## src/rtl/armleocpu_decode.sv

```systemverilog
// Decode stage of the ArmleoCPU pipeline: F2D intake, single-entry D2E register, D2F redirect relay.
// Define ARMLEOCPU_DECODE_ILLEGAL_CHECK_EN to enable RV32I illegal-instruction detection.

`ifndef F2E_TYPE_WIDTH
`define F2E_TYPE_WIDTH 2
`define F2E_TYPE_INSTR 2'd0
`define F2E_TYPE_INTERRUPT_PENDING 2'd1
`endif

`ifndef ARMLEOCPU_D2F_CMD_WIDTH
`define ARMLEOCPU_D2F_CMD_WIDTH 2
`define ARMLEOCPU_D2F_CMD_NONE 2'd0
`define ARMLEOCPU_D2F_CMD_START_BRANCH 2'd1
`define ARMLEOCPU_D2F_CMD_FLUSH 2'd2
`endif

module armleocpu_decode (
    input  logic                                clk,
    input  logic                                rst,

    input  logic                                f2d_valid,
    input  logic [`F2E_TYPE_WIDTH-1:0]          f2d_type,
    input  logic [31:0]                         f2d_instr,
    input  logic [31:0]                         f2d_pc,
    output logic                                d2f_ready,
    output logic [`ARMLEOCPU_D2F_CMD_WIDTH-1:0] d2f_cmd,
    output logic [31:0]                         d2f_branchtarget,

    output logic                                d2e_valid,
    output logic [`F2E_TYPE_WIDTH-1:0]          d2e_type,
    output logic [31:0]                         d2e_instr,
    output logic [31:0]                         d2e_pc,
    output logic [4:0]                          d2e_rd,
    output logic [4:0]                          d2e_rs1,
    output logic [4:0]                          d2e_rs2,
    output logic                                d2e_illegal,
    output logic                                d2e_serialize,
    input  logic                                e2d_ready,
    input  logic [`ARMLEOCPU_D2F_CMD_WIDTH-1:0] e2d_cmd,
    input  logic [31:0]                         e2d_branchtarget
);

    // Handshakes: an item moves across F2D when f2d_valid && d2f_ready (and no redirect),
    // and across D2E when d2e_valid && e2d_ready; a valid item is held stable until taken.
    typedef enum logic {
        STATE_RUN       = 1'b0,
        STATE_SERIALIZE = 1'b1
    } state_t;

    state_t                       state_q, state_d;
    logic                         d2e_valid_q, d2e_valid_d;
    logic [`F2E_TYPE_WIDTH-1:0]   d2e_type_q, d2e_type_d;
    logic [31:0]                  d2e_instr_q, d2e_instr_d;
    logic [31:0]                  d2e_pc_q, d2e_pc_d;
    logic                         redirect;
    logic                         run_ready;
    logic                         f2d_serialize;
    logic                         d2e_is_serialize;

    assign redirect = (e2d_cmd != `ARMLEOCPU_D2F_CMD_NONE);

    assign f2d_serialize = (f2d_type == `F2E_TYPE_INTERRUPT_PENDING) ||
                           (f2d_instr[6:0] == 7'b1110011) ||
                           (f2d_instr[6:0] == 7'b0001111);

    always_comb begin
        state_d          = state_q;
        d2e_valid_d      = d2e_valid_q;
        d2e_type_d       = d2e_type_q;
        d2e_instr_d      = d2e_instr_q;
        d2e_pc_d         = d2e_pc_q;
        d2f_ready        = 1'b0;
        d2f_cmd          = `ARMLEOCPU_D2F_CMD_NONE;
        d2f_branchtarget = 32'd0;
        run_ready        = (state_q == STATE_RUN) && (!d2e_valid_q || e2d_ready);

        if (!rst) begin
            if (redirect) begin
                // Redirect wins over any F2D item; a held item only survives if execute keeps it.
                d2f_ready        = 1'b1;
                d2f_cmd          = e2d_cmd;
                d2f_branchtarget = e2d_branchtarget;
                d2e_valid_d      = d2e_valid_q && !e2d_ready;
                state_d          = STATE_RUN;
            end else begin
                d2f_ready = run_ready;
                if (f2d_valid && run_ready) begin
                    d2e_valid_d = 1'b1;
                    d2e_type_d  = f2d_type;
                    d2e_instr_d = f2d_instr;
                    d2e_pc_d    = f2d_pc;
                    if (f2d_serialize) begin
                        state_d = STATE_SERIALIZE;
                    end
                end else if (e2d_ready) begin
                    d2e_valid_d = 1'b0;
                end
            end
        end
    end

    always_ff @(posedge clk) begin
        if (rst) begin
            state_q     <= STATE_RUN;
            d2e_valid_q <= 1'b0;
            d2e_type_q  <= '0;
            d2e_instr_q <= 32'd0;
            d2e_pc_q    <= 32'd0;
        end else begin
            state_q     <= state_d;
            d2e_valid_q <= d2e_valid_d;
            d2e_type_q  <= d2e_type_d;
            d2e_instr_q <= d2e_instr_d;
            d2e_pc_q    <= d2e_pc_d;
        end
    end

    assign d2e_is_serialize = (d2e_type_q == `F2E_TYPE_INTERRUPT_PENDING) ||
                              (d2e_instr_q[6:0] == 7'b1110011) ||
                              (d2e_instr_q[6:0] == 7'b0001111);

    assign d2e_valid     = d2e_valid_q;
    assign d2e_type      = d2e_type_q;
    assign d2e_instr     = d2e_instr_q;
    assign d2e_pc        = d2e_pc_q;
    assign d2e_rd        = d2e_instr_q[11:7];
    assign d2e_rs1       = d2e_instr_q[19:15];
    assign d2e_rs2       = d2e_instr_q[24:20];
    assign d2e_serialize = d2e_is_serialize;

`ifdef ARMLEOCPU_DECODE_ILLEGAL_CHECK_EN
    logic [6:0] opcode;
    logic [2:0] funct3;
    logic [6:0] funct7;
    logic       instr_illegal;

    assign opcode = d2e_instr_q[6:0];
    assign funct3 = d2e_instr_q[14:12];
    assign funct7 = d2e_instr_q[31:25];

    always_comb begin
        instr_illegal = 1'b0;
        if (d2e_instr_q[1:0] != 2'b11) begin
            instr_illegal = 1'b1;
        end else begin
            case (opcode)
                7'b0110111, 7'b0010111, 7'b1101111: instr_illegal = 1'b0;
                7'b1100111: instr_illegal = (funct3 != 3'b000);
                7'b1100011: instr_illegal = (funct3 == 3'b010) || (funct3 == 3'b011);
                7'b0000011: instr_illegal = (funct3 == 3'b011) || (funct3 == 3'b110) || (funct3 == 3'b111);
                7'b0100011: instr_illegal = (funct3 > 3'b010);
                7'b0010011: begin
                    if (funct3 == 3'b001) begin
                        instr_illegal = (funct7 != 7'b0000000);
                    end else if (funct3 == 3'b101) begin
                        instr_illegal = (funct7 != 7'b0000000) && (funct7 != 7'b0100000);
                    end
                end
                7'b0110011: begin
                    if (funct7 == 7'b0100000) begin
                        instr_illegal = (funct3 != 3'b000) && (funct3 != 3'b101);
                    end else begin
                        instr_illegal = (funct7 != 7'b0000000);
                    end
                end
                7'b0001111, 7'b1110011: instr_illegal = 1'b0;
                default: instr_illegal = 1'b1;
            endcase
        end
    end

    // Gated by valid so the post-reset all-zero word does not report illegal.
    assign d2e_illegal = d2e_valid_q && (d2e_type_q == `F2E_TYPE_INSTR) && instr_illegal;
`else
    assign d2e_illegal = 1'b0;
`endif

endmodule

```

## config.mk

```make
export PLATFORM = sky130hd
export DESIGN_NAME = armleocpu_decode
export DESIGN_NICKNAME = d
export VERILOG_FILES = /design/src/rtl/armleocpu_decode.sv
export SDC_FILE = /design/constraint.sdc
export NUM_CORES = 1
export LEC_CHECK = 0
export ABC_AREA = 1
export CORE_MARGIN = 2
export CORE_UTILIZATION = 36
export DETAILED_ROUTE_END_ITERATION = 12
export GPL_TIMING_DRIVEN = 0
export PLACE_DENSITY = 0.85
export RECOVER_POWER = 100
export REMOVE_ABC_BUFFERS = 1
export SKIP_CTS_REPAIR_TIMING = 1
export SLEW_MARGIN = 20
export SYNTH_ARGS = -nofsm -noshare
export SYNTH_HDL_FRONTEND = slang
export SYNTH_SLANG_ARGS = --single-unit
```

## constraint.sdc

```tcl
create_clock -name clk -period 3.42 [get_ports clk]
set_clock_uncertainty 0.15 [all_clocks]
set_input_delay 0.684 -clock clk [delete_from_list [all_inputs] [get_ports clk]]
set_output_delay 0.684 -clock clk [all_outputs]
set_load 0.005 [all_outputs]
```

Yosys cells after proc, flatten, opt, wreduce, memory -nomap -nowiden --
Cells that the tools add are included.
Word-level totals: bits in registers 68, bits in latches 0, RAM bits 0, memory bits (read-only) 0, input bits 104, logic and storage cells 37, memories kept 0
Cells by class: $add $sub $neg 0, multiply operators 0, div/mod/pow operators 0, order comparisons 0, eq/ne operators 6, shift-type cells 0, muxes and demuxes 9, bitwise logic cells 2, reductions and logical operators 15
Operator list (count):
- $mux 32 | 2
- $eq 7x4->1 const B | 2
- $eq 7x7->1 const B | 2
- $logic_or 1x1->1 | 5
- $mux 1 | 5
- $eq 2x1->1 const B | 2
- $mux 2 | 2
- $reduce_and 2->1 | 2
- $logic_and 1x1->1 | 3
- $reduce_bool 3->1 | 1
- $logic_not 1->1 | 2
- $not 1->1 | 2
- $reduce_bool 2->1 | 1
- $reduce_or 2->1 | 1

Depth between registers and ports, before layout --
Gate-level depths: netlist of run 1.
depth after elaboration 6, mapped depth 10

Worst setup path after synthesis of run 1 --
No wires, ideal clock.
kind input -> output, start point input e2d_cmd[1], end point output d2f_branchtarget[0], arrival 1262 ps, required time 2586 ps, setup slack 1324 ps, stages on the path 5, buffers on the path 1, cell sequence inv_1 nand2_1 nand2_1 clkbuf_1 nor2_1
On the way: longest elaborated chain between the ends 3
RTL lines:
- start, declared | line 39 | input logic [`ARMLEOCPU_D2F_CMD_WIDTH-1:0] e2d_cmd,
- $reduce_bool 2->1 (no source line)
- $mux 32 | line 78 | if (redirect) begin
- $mux 32 | line 77 | if (!rst) begin
- end, declared | line 27 | output logic [31:0] d2f_branchtarget,
No other way between the ends.

Worst setup path after layout of run 1 --
start point input rst, end point output d2f_branchtarget[0]
On the way: longest elaborated chain between the ends 1
RTL lines:
- start, declared | line 19 | input logic rst,
- $mux 32 | line 77
No other way between the ends.

==> summary.txt, run 1 <==
Floorplan
  • Row cnt: 32
  • Initial core utilization: ~38%
  • Die height: 94.2 um
  • Core area: about 7800 um2
  • DIE AREA: 8870 um2
  • # IOs: ~220
  • Die Wd: 94.2 um

Pwr
  • LEAKAGE: 2.42 nW
  • Pwr Density: around 350 nW/um2
  • Peak supply drop: roughly 160 uV
  • Power Total: approximately 1.8 mW

Yosys
  • Biggest area consumer among synthesized cells: dfxtp_1
  • Post-synth top area share: between 40% and 50%
  • Most frequent cell after synthesis: nor2_1
  • Top area cells in the synthesized netlist: dfxtp_1 (46%), nor2_1 (21%), o21ai_0 (9.6%)
  • Synthesized area: about 2900 um2
  • Yosys warns: 0
  • Library cells used by synthesis: 22
  • Async set-reset flop share out of synthesis: 0%
  • Synth Instances: slightly above 400
  • Most frequent cells after synthesis: nor2_1 (167), dfxtp_1 (68), o21ai_0 (56)
  • Syn Area/Cell: ~7 um2
  • Synthesized flop and latch total: approximately 70
  • Sequential share of the synthesized area: a little under half
  • EDFF count, synth: 0
  • Ys flop type: dfxtp_1

Worst setup path
  • Setup crit start: rst
  • Setup CP Type: in -> out
  • Crit start category: primary input
  • Critical path endpoint: d2f_branchtarget[0]
  • FF-to-FF path depth: 7
  • Reg-to-reg startpoint: d2e_valid
  • Worst reg-to-reg setup slack: approximately 1400 ps
  • CP required: about 2600 ps
  • Critical path arrival: around 2400 ps
  • Critical R2R Capture: d2e_pc[30]
  • Critical path's largest stage delay: between 500 and 600 ps
  • CP Cell Sequence: clkdlybuf4s50_1 -> inv_4 -> nand2_8 -> nor2_1 -> dlygate4sd3_1
  • Critical path's slowest cell: dlygate4sd3_1
  • Crit-path max FO: 32
  • CP Capture Type: output pin

Final layout
  • N_diodes: 0
  • Area delta synth->final: 77.4%
  • Nets@finish: 712
  • Utilization after layout: 66.5%
  • Design area: roughly 5200 um2
  • Layout cells sized above 1: 3.59%

Detailed routing
  • Wirelength per Cell: approximately 13 um
  • Post-DRT Antenna Nets: 0
  • Via count: 3291
  • Routed vias/inst: around 4.6
  • Final wirelength: around 9400 um
  • Initial DRC count: 95
  • # DRC: 0
  • DR pass1 iterations: 4

Global routing
  • Total Routing Usage GR: approximately a fifth
  • Vias in the first global route: roughly 3100
  • Largest net degree at the start of global routing: 70
  • Gr ovfl total: 0
  • First-pass GRT wire length: 14400 um
  • Initial antenna violation count: 0

Clock tree
  • Deepest clock path buffer count: 2
  • CTS tree: done
  • Later-pin clock latency in the skew report: between 300 and 400 ps
  • Root Driver: clkbuf_8
  • Clk sinks: a little under 70
  • H-tree levels: 3
  • Clock-pin slew on the worst setup and hold paths: about 60 ps
  • Num CTS Buffers: 9

Flow run
  • Max-Cap Viols: 0

Timing
  • Final period utilization: ~95%
  • Least-Margin Pin Slew: 682 ps
  • Setup violators final: 0
  • Final Max Tran Viols: 0
  • Final worst slack: 169 ps
  • Relative slew slack: a little over half
  • Unrepaired setup endpoints after global routing: false
  • Hold_ws: 330 ps
  • Min Tclk post-route: approximately 3300 ps
  • Hold Fails Final Rpt: 0
  • Fmax: between 0.3 and 0.4 GHz

Place
  • Dpl hpwl: a little under 7000 um
  • Port Buffer Count: about 220
  • Pre-CTS setup slack: -541 ps
  • Post-DP Area: roughly 5000 um2
  • Routability congestion estimate: about 0.8

Run status
  • Status: finished clean

Hold path
  • Hold path depth: 2
  • HP Class: reg -> reg
  • Hold Startpoint: d2e_pc[22]
worst min-delay path by stage:
stage | end
detailed placement | state_q
floorplan | state_q
global route | d2e_pc[17]
CTS | state_q
finish | d2e_pc[22]
global placement | state_q
stage by stage:
stage	setup TNS (ps)	cells
6_report	0	715
5_1_grt	0	715
4_1_cts	-14920	715
3_5_place_dp	-14670	699
3_3_place_gp	-52420	698
2_1_floorplan	0	375
power breakdown:
| group | internal, mW | switching (mW) |
|---|---|---|
| combinational | 0.239 | 0.146 |
| clock | 0.267 | 0.314 |
| sequential | 0.833 | 0.0226 |
cell usage in the layout (no fill, tap or decap):
master           synthesis  layout
nor2_1                 167     167
dlygate4sd3_1            0     114
clkdlybuf4s50_1          0     107
dfxtp_1                 68      68
o21ai_0                 56      56
inv_1                   45      44
nand2_1                 12      11
o21ai_1                 10      10
clkbuf_8                 0       9
a21oi_1                  4       4
nor3_1                   3       3
inv_4                    0       2
nand4_1                  2       2
nand2_2                  2       2
clkbuf_1                13       2
clkinvlp_4               0       2
nand2_8                  0       1
o211ai_1                 1       1
nor2_4                   1       1
nand2_4                  1       1
nand3_1                  1       1
conb_1                   1       1
clkinv_4                 0       1
inv_6                    0       1
clkinv_2                 0       1
buf_16                   0       1
cell families after synthesis:
family | share of synthesized area, %
simple gates | 25.3
buf+inv | 15.9
compound gates | 12.2
flops | 46.5
other cells | 0.128
state kept, by name, summed over array words and instances (netlist names):
register / count
d2e_type: 2
d2e_instr: 32
d2e_pc: 32
d2e_valid: 1
state_q: 1
metal layers:
metal,global-route usage [%],vias up,share of wire (%)
li1,-,1635,-
met5,0,-,0
met4,8.57,0,2.3
met3,5.78,20,8.9
met2,38.0,154,52
met1,21.3,1482,37
critical path: cells and delay by family:
family                 cells  cell delay [ps]
and+or+nand+nor            2              330
buffers and inverters      3             1390
cell type report:
cell class | count | area [um2]
clock buffers | 11 | 131
clock inverters | 5 | 37.5
fillers | 642 | 2620
inverters | 46 | 178
multi-input cells | 261 | 1120
flip-flops and latches | 68 | 1360
well taps | 102 | 128
repair buffers | 222 | 2240
(Power assumes the default switching activity.)
==> run 2, diff against run 1 <==
Settings changed: RECOVER_POWER 100 to 25.
==> run 2 against run 1 <==
Compared with the run above:
- non-clock buffer count stayed put
- maximum frequency is 1.7% higher
- die area stayed put
- core utilization stayed put
- sequential share of layout area stayed put
- wire length is 0.36% higher
- setup slack better by 53 ps
- first-iteration DRC count is 21% higher
- register-to-register slack hardly changed
- hold slack hardly changed
- critical path type unchanged
==> summary.txt, run 2 (synthesis results as in run 1) <==
Timing
  • Unrepaired setup endpoints after global routing: false
  • Hold_ws: 330 ps (-0.0200 ps)
  • Min Tclk post-route: 3200 ps (-52.9 ps)
  • Setup TNS: 0 ps (unchanged)
  • Relative slew slack: 54.7% (+0.16 points)
  • Fmax: 0.313 GHz (+1.7%)
  • Final Max Tran Viols: 0 (unchanged)
  • Least-Margin Pin Slew: 679 ps (-2.43 ps)
  • Final worst slack: 222 ps (+52.9 ps)
  • Setup violators final: 0 (unchanged)
  • Hold Fails Final Rpt: 0 (unchanged)
  • Final period utilization: 93.5% (-1.5 points)

Pwr
  • Pwr Density: 354 nW/um2 (+1.0%)
  • Psw: 0.486 mW (+0.57%)
  • Clk pwr share: 31.6% (-0.3 points)
  • Seq pwr share: 46.6% (-0.4 points)
  • Power Total: 1.84 mW (+1.0%)
  • Peak supply drop: 166 uV (+0.88%)
  • P_int: 1.35 mW (+1.2%)
  • Combinational share of power: 21.8% (+0.6 points)
  • LEAKAGE: 2.24 nW (-7.5%)
  • Sw frac: 26.4% (-0.11 points)

Clock tree
  • Root Driver: clkbuf_8
  • Clock-pin slew on the worst setup and hold paths: 60 ps (about the same)
  • Later-pin clock latency in the skew report: 330 ps (about the same)
  • H-tree levels: 3 (unchanged)
  • Deepest clock path buffer count: 2 (unchanged)
  • CTS tree: done
  • Clk sinks: 68 (unchanged)
  • Num CTS Buffers: 9 (unchanged)

Worst setup path
  • Crit start category: primary input
  • Reg-to-reg startpoint: d2e_valid
  • Crit-path max FO: 32 (unchanged)
  • CP required: 2590 ps (about the same)
  • Critical path arrival: 2360 ps (-60 ps)
  • Setup crit start: rst
  • Setup CP Type: in -> out
  • CP Capture Type: output pin

Detailed routing
  • Via count: 3292 (+0.030%)
  • # DRC: 0 (unchanged)
  • DR pass1 iterations: 4 (unchanged)
  • Initial DRC count: 115 (+21%)
  • Routed vias/inst: 4.60 (about the same)
  • Post-DRT Antenna Nets: 0 (unchanged)
  • Wirelength per Cell: 13.2 um (+0.36%)
  • Final wirelength: 9440 um (+0.36%)

Global routing
  • Largest net degree at the start of global routing: 70 (unchanged)
  • Met1 usage: 21.3% (unchanged)
  • Met2 usage: 38.0% (unchanged)
  • Vias in the first global route: 3082 (unchanged)
  • Global route hottest layer: met2
  • Initial antenna violation count: 0 (unchanged)
  • Gr ovfl total: 0 (unchanged)
  • Met3 Use GR: 5.78% (unchanged)
  • First-pass GRT wire length: 14400 um (unchanged)
  • Total Routing Usage GR: 20.4% (unchanged)

Floorplan
  • Row cnt: 32 (unchanged)
  • Core area: 7810 um2 (unchanged)
  • # IOs: 223 (unchanged)
  • DIE AREA: 8870 um2 (unchanged)
  • Die height: 94.2 um (unchanged)
  • Die Wd: 94.2 um (unchanged)
  • Initial core utilization: 37.5% (unchanged)

Hold path
  • HP Class: reg -> reg
  • Hold Startpoint: d2e_pc[22]

Final layout
  • Design area: 5190 um2 (unchanged)
  • Area delta synth->final: 77.4% (unchanged)
  • Commonest non-fill, non-tap cell in the layout: clkdlybuf4s50_1
  • N_diodes: 0 (unchanged)
  • Most frequent cells in the layout: clkdlybuf4s50_1 (176), nor2_1 (167), dfxtp_1 (68), o21ai_0 (56), dlygate4sd3_1 (45)
  • Nets@finish: 712 (unchanged)
  • Layout cells sized above 1: 3.59% (unchanged)

Place
  • Routability congestion estimate: 0.813 (unchanged)
  • Dpl hpwl: 6960 um (unchanged)
  • Pre-CTS setup slack: -541 ps (unchanged)
  • Post-DP Area: 5000 um2 (unchanged)
  • Port Buffer Count: 221 (unchanged)

Flow run
  • Max-Cap Viols: 0 (unchanged)

Run status
  • Status: finished clean
==> run 2: cell count changes in the layout (fill, tap and decap cells not counted) <==
cell             before  now
dlygate4sd3_1       114   45
clkdlybuf4s50_1     107  176
==> run 2: power by group through the flow <==
stage,combinational (mW),clock [mW],sequential [mW]
global placement,0.401,0,0.874
CTS,0.414,0.598,0.858
floorplan,0.113,0,0.880
finish,0.402,0.581,0.857
global route,0.442,0.626,0.862
detailed placement,0.411,0,0.877
==> run 2: final timing paths <==
kind	cells past startpoint	to	slack, ps
worst max-delay path	5	d2f_branchtarget[3]	220
worst min-delay path	2	d2e_pc[22]	330
worst max register to register	7	d2e_pc[30]	1360
worst min register to register	2	d2e_pc[22]	330
==> run 2: per-layer routing <==
metal,share of wire [%],wire [um]
met5,0,0
met4,2.2,204
met3,9.0,854
met2,52,4890
met1,37,3490
==> run 2: critical path, stage by stage <==
cell and delay [ps]:
clkdlybuf4s50_1 510, inv_4 300, nand2_8 180, nor2_1 120, clkdlybuf4s50_1 560
==> run 2: cell type report <==
type	count	area (um2)
repair buffers	222	2240
clock buffers	11	131
flip-flops and latches	68	1360
well taps	102	128
multi-input cells	261	1120
inverters	46	178
fillers	642	2620
clock inverters	5	37.5
==> run 2: metrics by stage <==
| stage | instances | util, % |
|---|---|---|
| 5_1_grt | 715 | 66.5 |
| 2_1_floorplan | 375 | - |
| 3_5_place_dp | 699 | 64.1 |
| 4_1_cts | 715 | 66.2 |
| 3_3_place_gp | 698 | 63.7 |
| 6_report | 715 | 66.5 |
